<file path="config.mk">
export PLATFORM = sky130hd
export DESIGN_NAME = seq_div_n_bits
export DESIGN_NICKNAME = d
export VERILOG_FILES = /design/src/rtl/seq_div_n_bits_pkg.sv /design/src/rtl/seq_div_n_bits_div_step.sv /design/src/rtl/seq_div_n_bits.sv
export SDC_FILE = /design/constraint.sdc
export NUM_CORES = 1
export LEC_CHECK = 0
export ABC_AREA = 1
export BUFFER_PORTS_ARGS = -buffer_cell sky130_fd_sc_hd__clkbuf_2
export CAP_MARGIN = 20
export CORE_ASPECT_RATIO = 0.6
export CORE_UTILIZATION = 50
export CTS_BUF_LIST = sky130_fd_sc_hd__clkbuf_8
export DETAILED_ROUTE_END_ITERATION = 10
export GPL_TIMING_DRIVEN = 0
export PLACE_DENSITY = 0.73
export SLEW_MARGIN = 10
export SYNTH_ARGS = -nofsm -noshare
export SYNTH_HDL_FRONTEND = slang
export SYNTH_SLANG_ARGS = --single-unit
</file>
<file path="constraint.sdc">
create_clock -name clk -period 1.5 [get_ports clk]
set_input_delay 0.15 -clock clk [delete_from_list [all_inputs] [get_ports clk]]
set_output_delay 0.15 -clock clk [all_outputs]
set_load 0.01 [all_outputs]
</file>
<file path="src/rtl/seq_div_n_bits_pkg.sv">
// Shared types and helpers for the sequential restoring divider.
// Latency: n/a (declarations only).
// Backpressure: n/a.
package seq_div_n_bits_pkg;

    // Controller states: waiting, iterating one bit per clock, result pulse
    typedef enum logic [1:0] {
        IDLE = 2'd0,
        CALC = 2'd1,
        DONE = 2'd2
    } state_t;

    // Width of a counter that must hold the values 0..n inclusive
    function automatic int cnt_width(input int n);
        return $clog2(n + 1);
    endfunction

endpackage

</file>
<file path="src/rtl/seq_div_n_bits_div_step.sv">
// One restoring-division step: shift in a dividend bit, trial subtract, restore on borrow.
// Latency: purely combinational.
// Backpressure: none; the caller decides when to register the result.
module seq_div_n_bits_div_step #(
    parameter int N = 8
) (
    input  logic [N-1:0] rem_in,
    input  logic         dvd_bit,
    input  logic [N-1:0] divisor,
    output logic [N-1:0] rem_out,
    output logic         q_bit
);

    logic [N:0]   shifted;
    logic [N+1:0] trial;

    // Trial subtract on N+1 bits; the extra top bit is the borrow (negative result)
    always_comb begin
        shifted = {rem_in, dvd_bit};
        trial   = {1'b0, shifted} - {2'b00, divisor};
        q_bit   = ~trial[N+1];
        // Since rem_in < divisor, both the kept difference and the restored
        // value fit in N bits.
        rem_out = q_bit ? N'(trial) : N'(shifted);
    end

endmodule

</file>
<file path="src/rtl/seq_div_n_bits.sv">
// Unsigned N-bit sequential restoring divider, one quotient bit per clock, MSB first.
// Latency: N cycles from accepted start to done; divide-by-zero answers on the next cycle.
// Backpressure: start is only accepted while not busy; a start during CALC is dropped.
module seq_div_n_bits
    import seq_div_n_bits_pkg::*;
#(
    parameter int N = 8
) (
    input  logic         clk,
    input  logic         aclr,
    input  logic         start,
    input  logic [N-1:0] dividend,
    input  logic [N-1:0] divisor,
    output logic         busy,
    output logic         done,
    output logic [N-1:0] quotient,
    output logic [N-1:0] remainder,
    output logic         div_by_zero
);

    localparam int CW = cnt_width(N);

    state_t        state;
    state_t        state_nxt;
    logic [CW-1:0] step_cnt;
    logic [N-1:0]  dvd_r;     // dividend, shifted left so the MSB feeds the next step
    logic [N-1:0]  dvs_r;     // captured divisor
    logic [N-1:0]  rem_r;     // partial remainder
    logic [N-1:0]  quo_r;     // quotient bits collected so far
    logic [N-1:0]  rem_nxt;
    logic          q_bit;
    logic          accept;
    logic          last_step;
    logic          dvs_zero;

    seq_div_n_bits_div_step #(
        .N(N)
    ) div_step (
        .rem_in  (rem_r),
        .dvd_bit (dvd_r[N-1]),
        .divisor (dvs_r),
        .rem_out (rem_nxt),
        .q_bit   (q_bit)
    );

    // Next-state decode: start is honoured only outside CALC
    always_comb begin
        state_nxt = state;
        accept    = start && (state != CALC);
        last_step = (step_cnt == CW'(1));
        dvs_zero  = (divisor == '0);
        case (state)
            IDLE, DONE: begin
                if (start) begin
                    state_nxt = dvs_zero ? DONE : CALC;
                end else begin
                    state_nxt = IDLE;
                end
            end
            CALC: begin
                if (last_step) begin
                    state_nxt = DONE;
                end
            end
            default: state_nxt = IDLE;
        endcase
    end

    // State register
    always_ff @(posedge clk or posedge aclr) begin
        if (aclr) begin
            state <= IDLE;
        end else begin
            state <= state_nxt;
        end
    end

    // Iteration datapath: capture operands on accept, advance one bit per CALC cycle
    always_ff @(posedge clk or posedge aclr) begin
        if (aclr) begin
            step_cnt <= '0;
            dvd_r    <= '0;
            dvs_r    <= '0;
            rem_r    <= '0;
            quo_r    <= '0;
        end else if (accept) begin
            step_cnt <= CW'(N);
            dvd_r    <= dividend;
            dvs_r    <= divisor;
            rem_r    <= '0;
            quo_r    <= '0;
        end else if (state == CALC) begin
            step_cnt <= step_cnt - CW'(1);
            dvd_r    <= dvd_r << 1;
            rem_r    <= rem_nxt;
            quo_r    <= {quo_r[N-2:0], q_bit};
        end
    end

    // Visible results: status flags follow the next state, data only moves on completion
    always_ff @(posedge clk or posedge aclr) begin
        if (aclr) begin
            busy        <= 1'b0;
            done        <= 1'b0;
            quotient    <= '0;
            remainder   <= '0;
            div_by_zero <= 1'b0;
        end else begin
            busy <= (state_nxt == CALC);
            done <= (state_nxt == DONE);
            if (accept) begin
                div_by_zero <= dvs_zero;
                // A zero divisor skips CALC entirely and answers immediately
                if (dvs_zero) begin
                    quotient  <= '1;
                    remainder <= dividend;
                end
            end else if ((state == CALC) && last_step) begin
                quotient  <= {quo_r[N-2:0], q_bit};
                remainder <= rem_nxt;
            end
        end
    end

endmodule

</file>
==> qor.csv <==
stage,metric,value,unit
placed_design,dp_cells,459,
final_layout,fin_nets,450,
global_route,use_met1,41.0,%
route,via_count,2801,
status,failed_checks,setup timing,
floorplan,coreArea,5310,sq um
timing,fin_worst_skew,0.00393,ns
clock_network,worstSkewPairLatency,0.32,ns
route,route.detailed.drc,0,
floorplan,pin_count,38,
global_route,grt_usage,27.7,%
yosys,synth_ff_type,dfrtp_1,
floorplan,rows,20,
placed_design,portBuffers,37,
yosys,netlist.area_leader.share,48.7,%
global_route,use_met2,41.1,%
final_layout,num_antenna_cells,0,
route,dr.pass1.iters,7,
yosys,synth-warning-count,0,
yosys,synth-seq-cells,56,
min_path,min_path_type,primary input to flop,
placed_design,detailed_place.area,3300,sq um
floorplan,fp.dieW,100,microns
status,status,"complete, but fails checks",
yosys,synth_area_leader_cell,dfrtp_1,
final_layout,area_delta_synth_final,38.0,%
global_route,busiest_layer,met2,
power_and_ir_drop,combPwrFrac,65.8,%
yosys,yosysSeqAreaShare,48.7,%
placed_design,gp_congestion,0.871,
global_route,antenna_found_initial,0,
final_layout,drive_gt1_share,39.9,%
power_and_ir_drop,clock_power_share,8.9,%
power_and_ir_drop,power.density,2520,nW/um^2
timing,period_needed,1.84,ns
clock_network,h-tree-depth,2,
global_route,use_met3,5.53,%
power_and_ir_drop,switching_share,47.5,%
floorplan,start_util,54.3,%
timing,finalCritPeriodShare,122,%
floorplan,die_h,60.8,microns
timing,hold_viol,0,
global_route,grt_max_degree,36,
yosys,synthArstFlopShare,100,%
timing,tightest_slew,0.482,ns
yosys,synth_cell_types,33,
power_and_ir_drop,internal-power,5.25,mW
worst_setup_path,worstSetupPathType,flop to flop,
timing,slew_viol_final,0,
clock_network,cts_tree,yes,
placed_design,pre_cts_slack,-0.314,ns
clock_network,clock_sink_count,56,
route,routed_wl,8.90,mm
final_layout,mostFrequentLayoutCell,nand2_1,
timing,final-setup-viol-count,18,
route,routed_via_density,5.62,
final_layout,stdcell_area,3980,sq um
power_and_ir_drop,irDropWorstVdd,0.00117,V
timing,finalWorstSetupSlack,-0.337,ns
yosys,synth_area_leaders,"dfrtp_1 49%, nand2_1 11%, inv_1 6.1%",
timing,relSlewSlack,67.8,%
yosys,avgSynthCellArea,8.37,sq um
yosys,synth-edff-count,0,
clock_network,ctsLongestPathBuffers,2,
placed_design,dp_hpwl,5.04,mm
global_route,grt_pass1_wl,12.5,mm
worst_setup_path,critPathMaxFanout,4,
floorplan,die_area,6080,sq um
route,wl_per_cell,17.9,microns
timing,fmax,544,MHz
global_route,grt_pass1_vias,2502,
worst_setup_path,cp.arrival,2.10,ns
clock_network,cts-root-buf,clkbuf_8,
worst_setup_path,cp-start-kind,flop,
route,ant_nets,0,
route,drtIter0Drc,241,
yosys,syn_inst,344,
yosys,synth_nets,374,
timing,whs,0.0498,ns
clock_network,cts_buffers,5,
yosys,syn_area,2880,sq um
clock_network,clkTransAtPathRegs,0.10,ns
worst_setup_path,endpoint_kind,flop,
final_layout,instances_no_fill,498,
final_layout,final_util,74.9,%
timing,rsz0062_at_grt,yes,
global_route,overflow,0,
power_and_ir_drop,p_sw,4.76,mW
worst_setup_path,required,1.76,ns
run,drv_cap,0,
power_and_ir_drop,seqPwrFrac,25.3,%
final_layout,final_cell_mix,"67 x nand2_1, 56 x dfrtp_1, 40 x clkbuf_2",
power_and_ir_drop,leakagePower,1.97,nW
[kinds of logic after synthesis]
group	after synthesis	synth area share (%)
AND/OR/NAND/NOR	160	26.1
buffers and inverters	61	8.78
AO/OA/AOI/OAI	53	10.5
XOR/XNOR	3	0.912
adder cells (fa/ha/maj)	11	5.04
flip-flops	56	48.7
[through the flow]
| step | setup TNS [ns] | total power, mW |
|---|---|---|
| CTS | -2.61 | 8.85 |
| finish | -4.89 | 10.0 |
| detailed placement | -5.36 | 6.70 |
| global route | -5.99 | 10.6 |
| global placement | -4.25 | 6.57 |
| floorplan | -0.578 | 5.65 |
[registers in the layout (all words and copies together) (netlist names), 2 cells and up]
name	flops
dvd_r	8
dvs_r	8
quotient	8
rem_r	8
remainder	8
quo_r	7
step_cnt	4
state	2
[timing repair]
action | CTS | global route
setup endpoints to repair | 41 | 39
pin swaps | 14 | 15
cloned | 2 | 1
endpoints found under the hold margin | 21 | 0
gates resized for setup | 37 | 39
setup buffers | 20 | 7
hold buffers | 1 | 0
[routing by layer]
| metal | vias to the layer above | share of wire (%) | wire length, microns |
|---|---|---|---|
| li1 | 1260 | - | - |
| met1 | 1332 | 43 | 3780 |
| met2 | 176 | 45 | 4010 |
| met3 | 33 | 9.8 | 870 |
| met4 | 0 | 2.6 | 233 |
| met5 | - | 0 | 0 |
[final cells by class]
type / instances / area, sq um
sequential: 56 / 1400
inverter: 52 / 209
buffer: 9 / 71.3
timing repair buffer: 67 / 470
multi-input combinational: 229 / 1630
clock buffer: 6 / 82.6
fill: 352 / 1330
clock inverter: 2 / 15.0
tap: 77 / 96.3
[cells in the mapped netlist (2+ instances only)]
master and n:
nand2_2 2, o21ai_0 13, xnor2_1 3, inv_1 47, o31ai_1 2, dfrtp_1 56
ha_1 10, nor2_8 2, nor2_1 25, o22ai_1 14, clkbuf_1 2, a21oi_1 21
inv_2 2, buf_2 4, inv_4 3, nand4_1 9, or2_2 7, or2_1 2
nand3_1 25, nand2_1 82
[worst paths after layout]
| path | slack (ns) | from | end | cells past startpoint |
|---|---|---|---|---|
| max reg2reg | -0.34 | dvs_r[6]$_DFFE_PP0P_ | rem_r[2]$_DFFE_PP0P_ | 10 |
| min reg2reg | 0.49 | div_by_zero$_DFFE_PP0P_ | div_by_zero$_DFFE_PP0P_ | 2 |
| min | 0.05 | divisor[3] | dvs_r[3]$_DFFE_PP0P_ | 3 |
| min in group asynchronous | 0.39 | aclr | quo_r[2]$_DFFE_PP0P_ | 3 |
| max in group asynchronous | 0.58 | aclr | step_cnt[1]$_DFFE_PP0P_ | 4 |
| max | -0.34 | dvs_r[6]$_DFFE_PP0P_ | rem_r[2]$_DFFE_PP0P_ | 10 |
[power groups by stage]
stage / registers (mW) / clock network, mW / logic [mW]
detailed placement: 2.52 / 0 / 4.18
CTS: 2.50 / 0.886 / 5.46
floorplan: 2.56 / 0 / 3.09
finish: 2.54 / 0.889 / 6.58
global placement: 2.51 / 0 / 4.06
global route: 2.59 / 0.948 / 7.02
[worst max-delay path: stages (launching register included)]
cell     delay (ns)
dfrtp_1        0.40
inv_2          0.09
ha_4           0.22
nand2_2        0.08
nand2_2        0.08
a21oi_4        0.28
buf_6          0.14
nand4_1        0.19
nand2_1        0.16
nand2_1        0.07
nand2_1        0.06
(Power assumes the default switching activity.)
